[config.mk]
export PLATFORM = sky130hd
export DESIGN_NAME = lsu_dbus_ctrl
export DESIGN_NICKNAME = d
export VERILOG_FILES = /design/src/rtl/lsu_dbus_ctrl_pkg.sv /design/src/rtl/lsu_ld_fmt.sv /design/src/rtl/lsu_dbus_ctrl.sv
export SDC_FILE = /design/constraint.sdc
export NUM_CORES = 1
export LEC_CHECK = 0
export ABC_AREA = 1
export CORE_MARGIN = 3
export CORE_UTILIZATION = 30
export DETAILED_ROUTE_END_ITERATION = 6
export DONT_BUFFER_PORTS = 1
export GPL_TIMING_DRIVEN = 0
export PLACE_DENSITY = 0.46
export SYNTH_ARGS = -nofsm -noshare
export SYNTH_HDL_FRONTEND = slang
export SYNTH_SLANG_ARGS = --single-unit
[constraint.sdc]
create_clock -name clk -period 3.6 [get_ports clk]
set_input_delay 0.18 -clock clk [delete_from_list [all_inputs] [get_ports clk]]
set_output_delay 0.18 -clock clk [all_outputs]
set_load 0.02 [all_outputs]
[src/rtl/lsu_dbus_ctrl_pkg.sv]
// Shared LSU data-bus definitions: load/store op codes, controller states,
// access sizes, bus request payload and byte-enable helpers.
package lsu_dbus_ctrl_pkg;

   localparam int unsigned XLEN  = 32;
   localparam int unsigned SEL_W = XLEN / 8;

   typedef enum logic [2:0] {
      LD_NONE = 3'd0,
      LD_LB   = 3'd1,
      LD_LH   = 3'd2,
      LD_LW   = 3'd3,
      LD_LBU  = 3'd4,
      LD_LHU  = 3'd5
   } type_ld_ops_e;

   typedef enum logic [1:0] {
      ST_NONE = 2'd0,
      ST_SB   = 2'd1,
      ST_SH   = 2'd2,
      ST_SW   = 2'd3
   } type_st_ops_e;

   typedef enum logic [1:0] {
      DBUS_IDLE  = 2'd0,
      DBUS_BUSY  = 2'd1,
      DBUS_DRAIN = 2'd2
   } type_dbus_states_e;

   typedef enum logic [1:0] {
      SZ_B = 2'd0,
      SZ_H = 2'd1,
      SZ_W = 2'd2
   } type_size_e;

   typedef struct packed {
      logic             w_en;
      logic [XLEN-1:0]  addr;
      logic [SEL_W-1:0] sel;
      logic [XLEN-1:0]  w_data;
   } type_dbus_req_s;

   function automatic type_size_e ld_size(input type_ld_ops_e op);
      case (op)
         LD_LB, LD_LBU: return SZ_B;
         LD_LH, LD_LHU: return SZ_H;
         default:       return SZ_W;
      endcase
   endfunction

   function automatic type_size_e st_size(input type_st_ops_e op);
      case (op)
         ST_SB:   return SZ_B;
         ST_SH:   return SZ_H;
         default: return SZ_W;
      endcase
   endfunction

   function automatic logic [SEL_W-1:0] size_sel(input type_size_e sz, input logic [1:0] off);
      case (sz)
         SZ_B:    return SEL_W'(4'b0001 << off);
         SZ_H:    return SEL_W'(4'b0011 << {off[1], 1'b0});
         default: return '1;
      endcase
   endfunction

   function automatic logic is_misaligned(input type_size_e sz, input logic [1:0] off);
      case (sz)
         SZ_H:    return off[0];
         SZ_W:    return off != 2'b00;
         default: return 1'b0;
      endcase
   endfunction

endpackage

[src/rtl/lsu_ld_fmt.sv]
// Load result formatter: aligns the addressed lane of a bus word and
// sign/zero-extends it according to the load op.
module lsu_ld_fmt
   import lsu_dbus_ctrl_pkg::*;
(
   input  logic [XLEN-1:0] r_data_i,
   input  logic [1:0]      off_i,
   input  type_ld_ops_e    ld_op_i,
   output logic [XLEN-1:0] r_data_o
);

   logic [XLEN-1:0] shifted;

   always_comb begin
      shifted = r_data_i >> {off_i, 3'b000};
      case (ld_op_i)
         LD_LB:   r_data_o = {{(XLEN-8){shifted[7]}}, shifted[7:0]};
         LD_LH:   r_data_o = {{(XLEN-16){shifted[15]}}, shifted[15:0]};
         LD_LBU:  r_data_o = {{(XLEN-8){1'b0}}, shifted[7:0]};
         LD_LHU:  r_data_o = {{(XLEN-16){1'b0}}, shifted[15:0]};
         default: r_data_o = shifted;
      endcase
   end

endmodule

[src/rtl/lsu_dbus_ctrl.sv]
// Data-bus request controller: arbitrates LSU and AMO accesses, holds each
// request on the bus until ack, formats load data, handles flush and timeout.
module lsu_dbus_ctrl
   import lsu_dbus_ctrl_pkg::*;
#(
   parameter int unsigned BUS_TIMEOUT = 255
)(
   input  logic             clk,
   input  logic             rst_n,
   input  logic             ld_req_i,
   input  logic             st_req_i,
   input  logic [2:0]       ld_ops_i,
   input  logic [1:0]       st_ops_i,
   input  logic [XLEN-1:0]  addr_i,
   input  logic [XLEN-1:0]  w_data_i,
   input  logic             amo_ld_req_i,
   input  logic             amo_st_req_i,
   input  logic [XLEN-1:0]  amo_w_data_i,
   input  logic             flush_i,
   output logic             dbus_req_o,
   output logic             dbus_w_en_o,
   output logic [XLEN-1:0]  dbus_addr_o,
   output logic [SEL_W-1:0] dbus_sel_o,
   output logic [XLEN-1:0]  dbus_w_data_o,
   input  logic             dbus_ack_i,
   input  logic [XLEN-1:0]  dbus_r_data_i,
   output logic             ack_o,
   output logic [XLEN-1:0]  r_data_o,
   output logic             misalign_o,
   output logic             bus_err_o
);

   localparam int unsigned CNT_W   = (BUS_TIMEOUT < 2) ? 1 : $clog2(BUS_TIMEOUT);
   localparam int unsigned TO_LAST = (BUS_TIMEOUT == 0) ? 0 : BUS_TIMEOUT - 1;
   localparam bit          TO_EN   = (BUS_TIMEOUT != 0);

   type_dbus_states_e state_q, state_d;
   logic [CNT_W-1:0]  cnt_q, cnt_d;
   type_dbus_req_s    pay_q, pay_d;
   type_ld_ops_e      ld_op_q, ld_op_d;
   logic [1:0]        off_q, off_d;
   logic              req_q, req_d;
   logic              bus_err_q, bus_err_d;

   logic              req_vld;
   logic              req_w_en;
   type_size_e        req_size;
   type_ld_ops_e      req_ld_op;
   logic [XLEN-1:0]   req_w_raw;
   logic [XLEN-1:0]   req_w_data;
   logic              req_mis;
   logic [CNT_W-1:0]  cnt_inc;
   logic              timeout_hit;
   logic [XLEN-1:0]   fmt_data;

   // Request arbitration: amo_st > amo_ld > st > ld; AMO is always a full word.
   always_comb begin
      req_vld   = 1'b1;
      req_w_en  = 1'b0;
      req_size  = SZ_W;
      req_ld_op = LD_LW;
      req_w_raw = w_data_i;
      if (amo_st_req_i) begin
         req_w_en  = 1'b1;
         req_w_raw = amo_w_data_i;
      end else if (amo_ld_req_i) begin
         req_w_en  = 1'b0;
      end else if (st_req_i) begin
         req_w_en  = 1'b1;
         req_size  = st_size(type_st_ops_e'(st_ops_i));
      end else if (ld_req_i) begin
         req_size  = ld_size(type_ld_ops_e'(ld_ops_i));
         req_ld_op = type_ld_ops_e'(ld_ops_i);
      end else begin
         req_vld   = 1'b0;
      end
      case (req_size)
         SZ_B:    req_w_data = {(XLEN/8){req_w_raw[7:0]}};
         SZ_H:    req_w_data = {(XLEN/16){req_w_raw[15:0]}};
         default: req_w_data = req_w_raw;
      endcase
      req_mis = is_misaligned(req_size, addr_i[1:0]);
   end

   assign cnt_inc     = (cnt_q == {CNT_W{1'b1}}) ? cnt_q : cnt_q + CNT_W'(1);
   assign timeout_hit = TO_EN && (cnt_q == CNT_W'(TO_LAST));

   always_comb begin
      state_d    = state_q;
      cnt_d      = cnt_q;
      pay_d      = pay_q;
      ld_op_d    = ld_op_q;
      off_d      = off_q;
      req_d      = req_q;
      bus_err_d  = 1'b0;
      ack_o      = 1'b0;
      misalign_o = 1'b0;
      case (state_q)
         DBUS_IDLE: begin
            misalign_o = req_vld & req_mis;
            if (req_vld && !req_mis && !flush_i) begin
               state_d      = DBUS_BUSY;
               req_d        = 1'b1;
               cnt_d        = '0;
               pay_d.w_en   = req_w_en;
               pay_d.addr   = {addr_i[XLEN-1:2], 2'b00};
               pay_d.sel    = size_sel(req_size, addr_i[1:0]);
               pay_d.w_data = req_w_data;
               ld_op_d      = req_ld_op;
               off_d        = addr_i[1:0];
            end
         end
         DBUS_BUSY: begin
            cnt_d = cnt_inc;
            // A flush coinciding with the ack still completes the bus beat but drops the result.
            if (dbus_ack_i) begin
               state_d = DBUS_IDLE;
               req_d   = 1'b0;
               ack_o   = !flush_i;
            end else if (flush_i) begin
               state_d = DBUS_DRAIN;
            end else if (timeout_hit) begin
               state_d   = DBUS_IDLE;
               req_d     = 1'b0;
               bus_err_d = 1'b1;
            end
         end
         DBUS_DRAIN: begin
            cnt_d = cnt_inc;
            if (dbus_ack_i || timeout_hit) begin
               state_d = DBUS_IDLE;
               req_d   = 1'b0;
            end
         end
         default: begin
            state_d = DBUS_IDLE;
            req_d   = 1'b0;
         end
      endcase
   end

   always_ff @(posedge clk or negedge rst_n) begin
      if (!rst_n) begin
         state_q   <= DBUS_IDLE;
         cnt_q     <= '0;
         pay_q     <= '0;
         ld_op_q   <= LD_NONE;
         off_q     <= '0;
         req_q     <= 1'b0;
         bus_err_q <= 1'b0;
      end else begin
         state_q   <= state_d;
         cnt_q     <= cnt_d;
         pay_q     <= pay_d;
         ld_op_q   <= ld_op_d;
         off_q     <= off_d;
         req_q     <= req_d;
         bus_err_q <= bus_err_d;
      end
   end

   lsu_ld_fmt u_ld_fmt (
      .r_data_i (dbus_r_data_i),
      .off_i    (off_q),
      .ld_op_i  (ld_op_q),
      .r_data_o (fmt_data)
   );

   assign dbus_req_o    = req_q;
   assign dbus_w_en_o   = pay_q.w_en;
   assign dbus_addr_o   = pay_q.addr;
   assign dbus_sel_o    = pay_q.sel;
   assign dbus_w_data_o = pay_q.w_data;
   assign bus_err_o     = bus_err_q;
   assign r_data_o      = ack_o ? fmt_data : '0;

endmodule

==> results.cfg <==
[die]
num_io_pins = 246
die-area_um2 = 19000
die_w_um = 138
die_h_um = 138
rows = 47
coreArea_um2 = 16800
start_util_pct = 31.1

[worst_setup_path]
critPathMaxStageDelay_ns = 0.77
path_cells = inv_1 > ha_1 > inv_1 > nor3_2 > clkinv_1 > a21oi_1
crit_slowest_cell = nor3_2
cp_max_fo = 10
start_kind = register
end_kind = output port
critical_path.top_delay_family = simple AND/OR/NAND/NOR gates
cp_common_cell = inv_1
startpoint = state_q[1]
regToRegStartpoint = state_q[0]
cp_data_arrival_time_ns = 2.94
crit_required_ns = 3.42
worstSetupPathType = register to output port
cp_num_buf_inv = 3

[final_layout]
multi_input_area_um2 = 2750
num_antenna_cells = 0
drive_gt1_share_pct = 6.80
regArea_um2 = 2100
area_delta_synth_final_pct = 19.2
fin_cells = 1043
nFillCells = 1807
num-nets-final = 968

[clocking]
cts_tree = yes
cts.path.max_buffers = 2
h-tree-depth = 3
numCtsBuffers = 9
clock-sinks = 84
root_buffer = clkbuf_16
clk_pin_slew_ns = 0.07
post_cts_resized = 0
clk_latency_ns = 0.35

[timing]
setup-tns-final_ns = 0
fmax_mhz = 320
skew_ns = 0.00754
slew_violations = 0
finalSetupViolCount = 0
hold_viol_final = 0
tightest_slew_ns = 1.03
min_period_ns = 3.12
min_period_over_period_pct = 86.7
setup_ws_ns = 0.479
slew_headroom_pct = 30.9
rsz0062_at_grt = no
hold_ws_ns = 0.0344

[logic_synthesis]
syn_area_per_cell_um2 = 6.77
synth_top_area_cell = dfrtp_1
synthTopCellsByArea = dfrtp_1 (40%), nand2_1 (20%), o21ai_0 (12%)
syn_inst = 769
synth-edff-count = 0
yosys-top-cells-count = nand2_1 (272), o21ai_0 (125), dfrtp_1 (84)
yosysWarnings = 0
synthArstFlopShare_pct = 100
ys_seq_elements = 84
synth_top_area_share_pct = 40.4
syn_area_um2 = 5210
synth.most_common_cell = nand2_1
synth_cell_types = 30
synth-seq-area-share_pct = 40.4
synth_flop_cell = dfrtp_1

[power_and_ir_drop]
leakagePower_nw = 2.94
irDropWorstVdd_v = 0.000321
power_density_nw_per_um2 = 819

[global_routing]
grt_pass1_vias = 5366
grt_pass1_wl_mm = 29.6
antenna_found_initial = 0
grt_start_max_net_pins = 85
track_usage_pct = 20.4
overflow = 0

[placement]
portBuffers = 0
gp_congestion = 0.814
dpl.hpwl_mm = 15.0
dp_cells = 990
place_ws_ns = 0.864

[worst_hold_path]
min_path_type = input pin to register
min_from = amo_ld_req_i

[job]
max_cap_violations = 0

[drt]
route.detailed.drc = 0
vias = 5424
firstDrtPassIters = 5
wl_per_cell_um = 19.1
vias_per_cell = 5.20
drt_iter0_drc = 359
ant_nets = 0
drt-total-wl_mm = 19.9

[outcome]
status = finished clean
## worst reg2reg max path, stage by stage, from the launching register on
cell and delay, ns:
dfrtp_1 0.40, inv_1 0.09, ha_1 0.24, nand2_2 0.18
buf_4 0.22, nor2_4 0.24, buf_2 0.31, nand3_1 0.15
nand3_1 0.11
## registers in the layout, summed over array words and instances (netlist names), 2 cells and up
name,flops
dbus_w_data_o,32
dbus_addr_o,30
state_q,2
cnt_q,8
off_q,2
dbus_sel_o,4
ld_op_q,3
## metrics by stage
step	total power, mW	utilization [%]	area (um2)
3_3_place_gp	3.92	32.7	5490
3_5_place_dp	3.97	32.7	5490
5_1_grt	5.46	37.0	6200
6_report	5.08	37.0	6200
4_1_cts	5.11	37.0	6200
2_1_floorplan	3.37	-	5210
## logic make-up after synthesis
group,count (synthesis),synth area share [%]
AND/OR/NAND/NOR,410,31.9
AO/OA/AOI/OAI,181,18.0
flip-flops,84,40.4
buffers and inverters,81,6.95
adder cells (fa/ha/maj),9,2.16
XOR/XNOR,2,0.337
other,1,0.0720
multiplexers,1,0.192
## power by group
| group | internal, mW | switching, mW |
|---|---|---|
| clock network | 0.622 | 0.434 |
| registers | 1.34 | 0.760 |
| logic | 0.575 | 1.35 |
## cells in the final DEF (no fill, tap or decap), drive strengths merged, types with 3 or more instances in the layout
cell,instances
nand2,274
o21ai,125
dfrtp,84
nor2,78
nand3,42
a21oi,36
dlygate4sd3,36
inv,35
clkbuf,34
buf,25
a31oi,15
or2,9
ha,9
o21a,3
nand4,3
## area by class of cell
class / instances / share of cell area (%)
plain buffers: 49 / 3.89
well taps: 220 / 4.44
clock inverters: 7 / 1.69
multi-input cells: 605 / 44.3
flip-flops and latches: 84 / 33.9
repair buffers: 37 / 6.25
clock buffers: 9 / 3.63
inverters: 32 / 1.94
## per-layer routing
layer | global-route usage [%] | vias up | wire (um)
li1 | - | 2609 | -
met1 | 24.8 | 2536 | 8160
met2 | 34.8 | 253 | 9540
met3 | 6.72 | 26 | 1930
met4 | 4.94 | 0 | 279
met5 | 0 | - | 0
## repair_timing
action / CTS / global route
endpoints found under the setup margin: 0 / 0
hold endpoints to repair: 119 / 0
setup buffers: 0 / 0
hold buffers: 37 / 0
## final timing paths
| check | to | slack (ns) | cells past startpoint |
|---|---|---|---|
| setup reg to reg | dbus_w_data_o[9] | 1.59 | 8 |
| max in group asynchronous | dbus_addr_o[9] | 2.85 | 2 |
| min in group asynchronous | cnt_q[3] | 0.38 | 2 |
| hold / removal | dbus_w_en_o | 0.03 | 3 |
| setup / recovery | r_data_o[12] | 0.48 | 6 |
| hold reg to reg | state_q[1] | 0.51 | 2 |
No activity file was read; power rests on OpenSTA's default activity.
